<file path="src/rtl/seg_scan_ctrl.sv">
// seg_scan_ctrl: time-multiplexed scan controller for an N-digit common-cathode
// seven-segment display. It drives one shared registered decoder (one cycle of
// latency) and generates one-hot digit enables that line up with the decoder's
// segment outputs.
// Optional build macro: SEG_SCAN_DIM_EN adds the brightness[2:0] input, which
// shortens the lit part of every dwell without changing the frame timing.
module seg_scan_ctrl #(
  parameter int unsigned NUM_DIGITS   = 4,
  parameter int unsigned SCAN_DIV     = 1000,
  parameter int unsigned GUARD_CYCLES = 4
) (
  input  logic                    clk,
  input  logic                    reset,
  input  logic [4*NUM_DIGITS-1:0] value_in,
  input  logic [NUM_DIGITS-1:0]   blank_in,
  input  logic                    load,
  input  logic                    lz_blank,
`ifdef SEG_SCAN_DIM_EN
  input  logic [2:0]              brightness,
`endif
  output logic [3:0]              dec_value,
  output logic                    dec_blank,
  output logic [NUM_DIGITS-1:0]   digit_en,
  output logic                    frame_done
);

  localparam int unsigned CMAX = (SCAN_DIV > GUARD_CYCLES) ? SCAN_DIV : GUARD_CYCLES;
  localparam int unsigned CW   = (CMAX > 1) ? $clog2(CMAX) : 1;
  localparam int unsigned IW   = (NUM_DIGITS > 1) ? $clog2(NUM_DIGITS) : 1;

  localparam logic [CW-1:0] GUARD_LAST = CW'(GUARD_CYCLES - 1);
  localparam logic [CW-1:0] DRIVE_LAST = CW'(SCAN_DIV - 1);
  localparam logic [IW-1:0] IDX_LAST   = IW'(NUM_DIGITS - 1);

  typedef enum logic {
    GUARD,
    DRIVE
  } state_t;

  state_t                  state_q, state_d;
  logic [CW-1:0]           cnt_q, cnt_d;
  logic [IW-1:0]           idx_q, idx_d;
  logic                    guard_last;
  logic                    drive_last;

  logic [4*NUM_DIGITS-1:0] shadow_val;
  logic [NUM_DIGITS-1:0]   shadow_blank;

  logic [NUM_DIGITS-1:0]   lz_vec;
  logic                    higher_dark;
  logic [3:0]              nib;
  logic [3:0]              cur_nib;
  logic                    cur_blank;
  logic                    dwell_on;
  logic [NUM_DIGITS-1:0]   en_d;

  // Shadow copy of the digit values; dark until the first load.
  always_ff @(posedge clk) begin
    if (reset) begin
      shadow_val   <= '0;
      shadow_blank <= '1;
    end else if (load) begin
      shadow_val   <= value_in;
      shadow_blank <= blank_in;
    end
  end

  // Leading-zero mask: walk down from the top digit while everything above is dark.
  always_comb begin
    lz_vec      = '0;
    higher_dark = 1'b1;
    nib         = '0;
    for (int unsigned i = NUM_DIGITS - 1; i >= 1; i--) begin
      nib         = shadow_val[4*i +: 4];
      lz_vec[i]   = lz_blank && (nib == 4'd0) && higher_dark;
      higher_dark = higher_dark && ((nib == 4'd0) || shadow_blank[i]);
    end
  end

  // Decoder inputs for the digit currently indexed.
  always_comb begin
    cur_nib   = shadow_val[{idx_q, 2'b00} +: 4];
    cur_blank = shadow_blank[idx_q] | lz_vec[idx_q];
  end

  // FSM state register.
  always_ff @(posedge clk) begin
    if (reset) begin
      state_q <= GUARD;
      cnt_q   <= '0;
      idx_q   <= '0;
    end else begin
      state_q <= state_d;
      cnt_q   <= cnt_d;
      idx_q   <= idx_d;
    end
  end

  // FSM next state: dwell/guard counting and digit index advance.
  always_comb begin
    state_d    = state_q;
    cnt_d      = cnt_q + CW'(1);
    idx_d      = idx_q;
    guard_last = 1'b0;
    drive_last = 1'b0;
    case (state_q)
      GUARD: begin
        if (cnt_q == GUARD_LAST) begin
          guard_last = 1'b1;
          state_d    = DRIVE;
          cnt_d      = '0;
        end
      end
      DRIVE: begin
        if (cnt_q == DRIVE_LAST) begin
          drive_last = 1'b1;
          state_d    = GUARD;
          cnt_d      = '0;
          idx_d      = (idx_q == IDX_LAST) ? '0 : idx_q + IW'(1);
        end
      end
      default: begin
        state_d = GUARD;
        cnt_d   = '0;
      end
    endcase
  end

`ifdef SEG_SCAN_DIM_EN
  logic [2:0]  bright_q;
  logic [31:0] dim_limit;

  // Brightness is captured at DRIVE entry so a change never chops a dwell.
  always_ff @(posedge clk) begin
    if (reset) begin
      bright_q <= '1;
    end else if (guard_last) begin
      bright_q <= brightness;
    end
  end

  // Lit portion of the dwell, compared against the dwell count.
  always_comb begin
    dim_limit = ((32'(bright_q) + 32'd1) * 32'(SCAN_DIV)) >> 3;
    dwell_on  = (32'(cnt_q) < dim_limit);
  end
`else
  assign dwell_on = 1'b1;
`endif

  // Enable for the digit being driven; registered below so it trails the
  // decoder inputs by the decoder's one-cycle latency.
  always_comb begin
    en_d = '0;
    if ((state_q == DRIVE) && dwell_on) begin
      en_d[idx_q] = 1'b1;
    end
  end

  // Registered outputs: decoder inputs latched at DRIVE entry, blanked in GUARD.
  always_ff @(posedge clk) begin
    if (reset) begin
      dec_value  <= '0;
      dec_blank  <= 1'b1;
      digit_en   <= '0;
      frame_done <= 1'b0;
    end else begin
      if (guard_last) begin
        dec_value <= cur_nib;
        dec_blank <= cur_blank;
      end else if (drive_last) begin
        dec_blank <= 1'b1;
      end
      digit_en   <= en_d;
      frame_done <= drive_last && (idx_q == IDX_LAST);
    end
  end

endmodule

</file>
<file path="config.mk">
export PLATFORM = sky130hd
export DESIGN_NAME = seg_scan_ctrl
export DESIGN_NICKNAME = d
export VERILOG_FILES = /design/src/rtl/seg_scan_ctrl.sv
export SDC_FILE = /design/constraint.sdc
export NUM_CORES = 1
export LEC_CHECK = 0
export ABC_AREA = 1
export BUFFER_PORTS_ARGS = -buffer_cell sky130_fd_sc_hd__buf_2
export CELL_PAD_IN_SITES_DETAIL_PLACEMENT = 1
export CELL_PAD_IN_SITES_GLOBAL_PLACEMENT = 2
export CORE_MARGIN = 2
export CORE_UTILIZATION = 27
export DETAILED_ROUTE_END_ITERATION = 16
export GPL_TIMING_DRIVEN = 0
export PLACE_DENSITY_LB_ADDON = 0.1
export SLEW_MARGIN = 20
export SYNTH_ARGS = -nofsm -noshare
export SYNTH_HDL_FRONTEND = slang
export SYNTH_SLANG_ARGS = --single-unit
export TNS_END_PERCENT = 1
</file>
<file path="constraint.sdc">
create_clock -name clk -period 1.65 [get_ports clk]
set_input_delay 0.4125 -clock clk [delete_from_list [all_inputs] [get_ports clk]]
set_output_delay 0.4125 -clock clk [all_outputs]
set_load 0.01 [all_outputs]
</file>
==> reports/qor.csv, run 1 <==
stage,metric,value,unit
outcome,status,"complete, no violations",
drt,detailed router's first-iteration violation count,38,
logic_synthesis,Post-synth EDFFs,0,
timing,Setup-failing EPs final,0,
logic_synthesis,leading area contributor after synthesis,dfxtp_1,
logic_synthesis,Mapped Nets,287,
cts,root buffer cell,clkbuf_8,
global_routing,vias in the first global route,1616,
drt,WL final,4.75,mm
critical_path,WP data arrival,1610,ps
flow_run,maxcap violations,0,
critical_path,crit path capture type,flop,
logic_synthesis,Unique masters post-synth,27,
hold_path,Hold EP,shadow_blank[1]$_SDFFE_PP1P_,
timing,crit path time final,1410,ps
logic_synthesis,top-area cell type share of the netlist area,45.1,%
place,DP Worst Slack,171,ps
timing,fin crit share,85.5,%
logic_synthesis,synthesis-stage register bit count,43,
die,Row Count,30,
timing,final slew viol count,0,
timing,unrepaired setup endpoints after global routing,no,
cells_and_area,layout cell share with drive strength beyond 1,22.4,%
cts,post_cts resized,0,
cts,clk_lat worst skew,290,ps
place,Port Buf Inserts,33,
hold_path,Hold Path Stages,3,
die,core area,6830,um2
drt,drc violations,0,
drt,number of iterations in the first detailed-routing pass,4,
die,IO Pins,34,
logic_synthesis,Synth Flop Type,dfxtp_1,
pwr,leakage,1.03,nW
place,DP Wirelength,3.74,mm
die,die width,88.1,um
cts,TritonCTS clock tree,built,
logic_synthesis,sequential fraction of the synthesis area,45.1,%
die,die span in y,88.1,um
critical_path,Reg2Reg Setup Slack,240,ps
critical_path,"Req. time, crit path",1850,ps
timing,Setup TNS Final,0,ps
logic_synthesis,synthesized area,1910,um2
critical_path,Startpoint Class,flop,
timing,Slew Limit Headroom,65.1,%
drt,post-DR vias/cell,4.21,
global_routing,pin count of the biggest net entering global routing,13,
pwr,PwrDens,856,nW/um2
critical_path,"slowest stage delay, CP",360,ps
cts,CTS H-Tree Depth,2,
hold_path,Hold/Removal Path Class,in -> reg,
critical_path,"Max FO, Critical Path",5,
drt,drt wl/cell,12.0,um
cells_and_area,Final nets,327,
cts,Clock Pin Slew Worst Setup and Hold Paths,80,ps
timing,WHS,324,ps
cts,Post-CTS Setup Bufs,0,
logic_synthesis,number of cells produced by synthesis,258,
global_routing,first-pass GRT wire length,7.93,mm
critical_path,R2R Path Start,cnt_q[0]$_SDFF_PP0_,
timing,fmax,0.709,GHz
critical_path,Setup CP Type,reg -> reg,
timing,final hold viol count,0,
global_routing,GRT Util Overall,13.5,%
logic_synthesis,Synth area leaders,"dfxtp_1 (45%), nand2_1 (9.6%), nor2_1 (8.7%)",
timing,final critical-path setup slack,239,ps
logic_synthesis,Syn Area/Cell,7.40,um2
drt,vias,1661,
pwr,peak supply drop,0.289,mV
timing,clock skew,4.33,ps
cts,CTS buffer count,5,
die,die footprint,7760,um2
hold_path,hold wc startpoint,blank_in[1],
critical_path,crit path cell chain,ha_1 > inv_1 > nor2_1 > nand3_2 > nor2_4 > nand2_2 > nor2_2 > nand2_1 > nand2_1 > inv_1,
critical_path,Worst Reg-to-Reg Cells,10,
timing,Slew @ Worst Pin,523,ps
global_routing,antenna violations before repair,0,
die,Initial Utilization,27.9,%
cts,# hold bufs at CTS,0,
critical_path,R2R Path End,dec_blank$_SDFFE_PP1P_,
cells_and_area,number of antenna diodes,0,
cts,clk sinks,43,
cts,CTS Buffer Depth,2,
logic_synthesis,"FFs w/ async S/R, synth",0,%
logic_synthesis,Synth Warn #,0,
global_routing,"Remaining Overflow, GRT",0,
critical_path,CP max-delay cell,dfxtp_1,
cells_and_area,Layout Area Growth over Synthesis,19.2,%
place,GPL Wtd Cong,0.726,
drt,"antenna viol nets, final",0,
[stage by stage]
step	cell area (um2)	cells	power [mW]	util, %
final	2270	395	1.95	33.3
after global routing	2270	395	2.06	33.3
after CTS	2270	395	1.99	33.3
after detailed placement	2190	387	1.33	32.1
after global placement	2190	387	1.32	32.1
after floorplan	1910	258	1.25	-
[critical path: cells and delay by family (launching register included)]
family / cells / cell delay (ps)
and+or+nand+nor: 7 / 670
DFF: 1 / 360
adders and majority gates: 1 / 200
buffers and inverters: 2 / 80
[metal layers]
layer	GRT usage [%]	up-vias	share of wire (%)
li1	-	899	-
met1	19.1	726	52
met2	20.3	29	43
met3	2.36	7	3.6
met4	5.37	0	1.7
met5	0	-	0
[kinds of logic after synthesis]
logic type,count (synthesis),synth area share [%]
AND/OR/NAND/NOR,126,30.6
adder cells (fa/ha/maj),5,3.28
AO/OA/AOI/OAI,46,12.5
flip-flops,43,45.1
buffers and inverters,36,7.61
XOR/XNOR,2,0.918
[cell type report]
type                       count  area [um2]
buffer                         7        35.0
clock buffer                   7        76.3
multi-input combinational    179         902
clock inverter                 1        5.00
timing repair buffer          33         165
fill                         895        4560
tap                           96         120
inverter                      29         110
sequential                    43         861
[placed cells by master, fill, tap and decap left out]
cell type	synthesis	layout
o21ai_1	7	7
dfxtp_1	43	43
nor2_1	44	44
inv_1	22	22
clkbuf_8	0	5
nor3b_1	1	1
o211ai_1	2	2
buf_2	4	37
nor2_2	5	5
buf_4	1	1
nand2_1	49	49
nand4_1	2	2
nand3_1	12	12
xor2_1	2	2
nand2_2	3	3
nand2_4	1	1
clkinv_2	1	2
a21oi_1	15	15
o21ai_0	21	21
nor3_1	2	2
inv_2	6	6
nor2_4	2	2
nand3_2	1	1
a21boi_0	1	1
ha_1	5	5
clkbuf_1	2	4
nor3_2	3	3
nand4_4	1	1
[sequential cells by signal, indices dropped and copies added (netlist names)]
register	cells
idx_q	2
dec_blank	1
state_q	1
shadow_blank	4
cnt_q	10
frame_done	1
dec_value	4
shadow_val	16
digit_en	4
[worst max path at each step]
stage | end | from | cells after the start | slack [ps]
finish | dec_blank$_SDFFE_PP1P_ | cnt_q[0]$_SDFF_PP0_ | 10 | 240
global route | dec_blank$_SDFFE_PP1P_ | cnt_q[0]$_SDFF_PP0_ | 10 | 20
CTS | dec_blank$_SDFFE_PP1P_ | cnt_q[0]$_SDFF_PP0_ | 10 | 210
detailed placement | shadow_val[10]$_SDFFE_PP0P_ | load | 4 | 170
global placement | shadow_val[8]$_SDFFE_PP0P_ | load | 4 | 190
floorplan | dec_blank$_SDFFE_PP1P_ | cnt_q[0]$_SDFF_PP0_ | 10 | 390
[where the power goes]
part	switching (mW)	total, mW	internal, mW
logic	0.112	0.184	0.0719
clock network	0.352	0.649	0.297
registers	0.0282	1.11	1.09
total	0.492	1.95	1.45
[synth_stat cells, types with 2 or more instances]
cell type,count
nand3_1,12
a21oi_1,15
o21ai_0,21
buf_2,4
xor2_1,2
nor3_2,3
nor3_1,2
nand2_1,49
ha_1,5
nor2_4,2
inv_1,22
inv_2,6
nand2_2,3
o211ai_1,2
nor2_1,44
dfxtp_1,43
nor2_2,5
clkbuf_1,2
nand4_1,2
o21ai_1,7
Power figures use the tool's default switching activity.
==> inputs of run 2 (changes only) <==
Settings changed: CORE_MARGIN 2 to unset.
==> reports/qor.csv, run 2 (synthesis gave the netlist of run 1 again) <==
stage,metric,value,unit,change
outcome,status,"complete, no violations",,
cells_and_area,Post-Layout Cell Count,395,,unchanged
drt,detailed router's first-iteration violation count,66,,+74%
pwr,sw frac,24.1,%,-1.2 points
cts,Post-CTS Setup Bufs,0,,unchanged
die,die span in y,86.1,um,-2.3%
pwr,power consumption,2.17,mW,+11%
pwr,Comb power frac,8.4,%,-1.1 points
timing,Setup-failing EPs final,0,,unchanged
global_routing,pin count of the biggest net entering global routing,14,,+1
pwr,PwrDens,939,nW/um2,+9.7%
pwr,P_sw,0.522,mW,+6.0%
die,Row Count,30,,unchanged
drt,"antenna viol nets, final",0,,unchanged
global_routing,GRT Util Overall,14.4,%,+0.89 points
cells_and_area,"commonest non-fill, non-tap cell in the layout",nand2_1,,
drt,drt wl/cell,12.1,um,+0.74%
timing,Slew Limit Headroom,65.3,%,+0.19 points
cells_and_area,number of fill cells,879,,-1.8%
critical_path,Startpoint Class,flop,,
place,DP Wirelength,3.69,mm,-1.5%
place,post-placement cell count,387,,unchanged
pwr,P_int,1.65,mW,+13%
die,die width,86.1,um,-2.3%
cts,CTS H-Tree Depth,2,,unchanged
die,Initial Utilization,28.1,%,+0.15 points
flow_run,maxcap violations,0,,unchanged
timing,final hold viol count,0,,unchanged
cells_and_area,most frequent cells in the layout,"nand2_1 (49), nor2_1 (44), dfxtp_1 (43)",,
cells_and_area,FF+latch area,861,um2,unchanged
place,Placed Area,2190,um2,unchanged
timing,final slew viol count,0,,unchanged
timing,Setup TNS Final,0,ps,unchanged
critical_path,"Req. time, crit path",1860,ps,about the same
cts,# hold bufs at CTS,0,,unchanged
hold_path,Hold/Removal Path Class,in -> reg,,
cts,post_cts resized,0,,unchanged
cells_and_area,Layout Area Growth over Synthesis,21.1,%,
timing,fin crit share,83.3,%,-2.2 points
timing,clock skew,7.08,ps,+2.75 ps
cts,root buffer cell,clkbuf_8,,
die,die footprint,7410,um2,-4.5%
timing,fmax,0.727,GHz,+2.6%
pwr,sequential share of power,51.4,%,-5.8 points
critical_path,Setup CP Type,reg -> reg,,
cts,TritonCTS clock tree,built,,
critical_path,"Max FO, Critical Path",5,,unchanged
cts,clk_lat worst skew,300,ps,about the same
global_routing,vias in the first global route,1688,,+4.5%
global_routing,antenna violations before repair,0,,unchanged
cells_and_area,number of antenna diodes,0,,unchanged
cells_and_area,Multi-input gate area,902,um2,unchanged
place,Port Buf Inserts,33,,unchanged
pwr,power share of the clock group,40.2,%,+6.8 points
drt,WL final,4.78,mm,+0.74%
die,IO Pins,34,,unchanged
drt,number of iterations in the first detailed-routing pass,4,,unchanged
critical_path,Reg2Reg Setup Slack,280,ps,+40 ps
timing,unrepaired setup endpoints after global routing,no,,
cts,CTS buffer count,5,,unchanged
timing,crit path time final,1370,ps,-36.0 ps
global_routing,first-pass GRT wire length,8.15,mm,+2.8%
cells_and_area,top flop regs,"shadow_val (16), cnt_q (10)",,
timing,final critical-path setup slack,275,ps,+36.0 ps
drt,drc violations,0,,unchanged
place,DP Worst Slack,168,ps,-3.10 ps
pwr,peak supply drop,0.296,mV,+2.5%
place,GPL Wtd Cong,0.689,,-5.2%
cts,Clock Pin Slew Worst Setup and Hold Paths,90,ps,about the same
cts,CTS Buffer Depth,2,,unchanged
cells_and_area,max FFs per register,16,,unchanged
cts,clk sinks,43,,unchanged
pwr,leakage,1.05,nW,+1.8%
drt,post-DR vias/cell,4.32,,+2.8%
cells_and_area,Final nets,327,,unchanged
critical_path,WP data arrival,1580,ps,-30 ps
timing,Slew @ Worst Pin,520,ps,-2.90 ps
cells_and_area,largest reg by FF count,shadow_val,,
drt,vias,1707,,+2.8%
cells_and_area,"Design Area, Final",2310,um2,+1.6%
die,core area,6790,um2,-0.55%
cells_and_area,layout cell share with drive strength beyond 1,23.1,%,+0.67 points
critical_path,crit path capture type,flop,,
global_routing,"Remaining Overflow, GRT",0,,unchanged
## run 2: cell count changes in the layout (fill, tap and decap cells not counted)
cell       change
bufinv_16      +1
clkbuf_1       -2
clkbuf_8       +1
## run 2: routing by layer
metal / part of all wire (%) / global-route usage, %
met4: 1.1 / 4.09
met1: 50 / 19.1
met3: 3.7 / 3.56
met5: 0 / 0
met2: 45 / 22.9
## run 2: path summary, 6_finish.rpt
| check | start | to | cells past startpoint |
|---|---|---|---|
| worst max-delay path | cnt_q[0]$_SDFF_PP0_ | dec_blank$_SDFFE_PP1P_ | 10 |
| worst min-delay path | blank_in[0] | shadow_blank[0]$_SDFFE_PP1P_ | 3 |
| worst max register to register | cnt_q[0]$_SDFF_PP0_ | dec_blank$_SDFFE_PP1P_ | 10 |
| worst min register to register | cnt_q[0]$_SDFF_PP0_ | cnt_q[0]$_SDFF_PP0_ | 1 |
## run 2: per-stage QoR
stage	utilization, %	hold WS (ps)
6_report	34.0	317
5_1_grt	34.0	313
4_1_cts	34.0	309
2_1_floorplan	-	418
3_5_place_dp	32.3	444
3_3_place_gp	32.3	433
## run 2: layout make-up
class,count,share of cell area [%]
clock buffers,6,3.57
multi-input cells,179,39.0
inverters,29,4.76
flip-flops and latches,43,37.2
plain buffers,7,1.52
repair buffers,33,7.15
clock inverters,2,1.52
well taps,96,5.20
## run 2: power by group through the flow
stage,Combinational (mW),Sequential (mW),Clock [mW]
2_1_floorplan,0.117,1.13,0
3_3_place_gp,0.187,1.14,0
3_5_place_dp,0.188,1.14,0
4_1_cts,0.189,1.12,0.900
5_1_grt,0.215,1.12,0.943
6_report,0.183,1.11,0.872
## run 2: critical path: stages, from the launching register on
cell and delay (ps):
dfxtp_1 360, ha_1 200, inv_1 50, nor2_1 100
nand3_2 90, nor2_4 140, nand2_2 110, nor2_2 90
nand2_1 60, nand2_1 50, inv_1 30
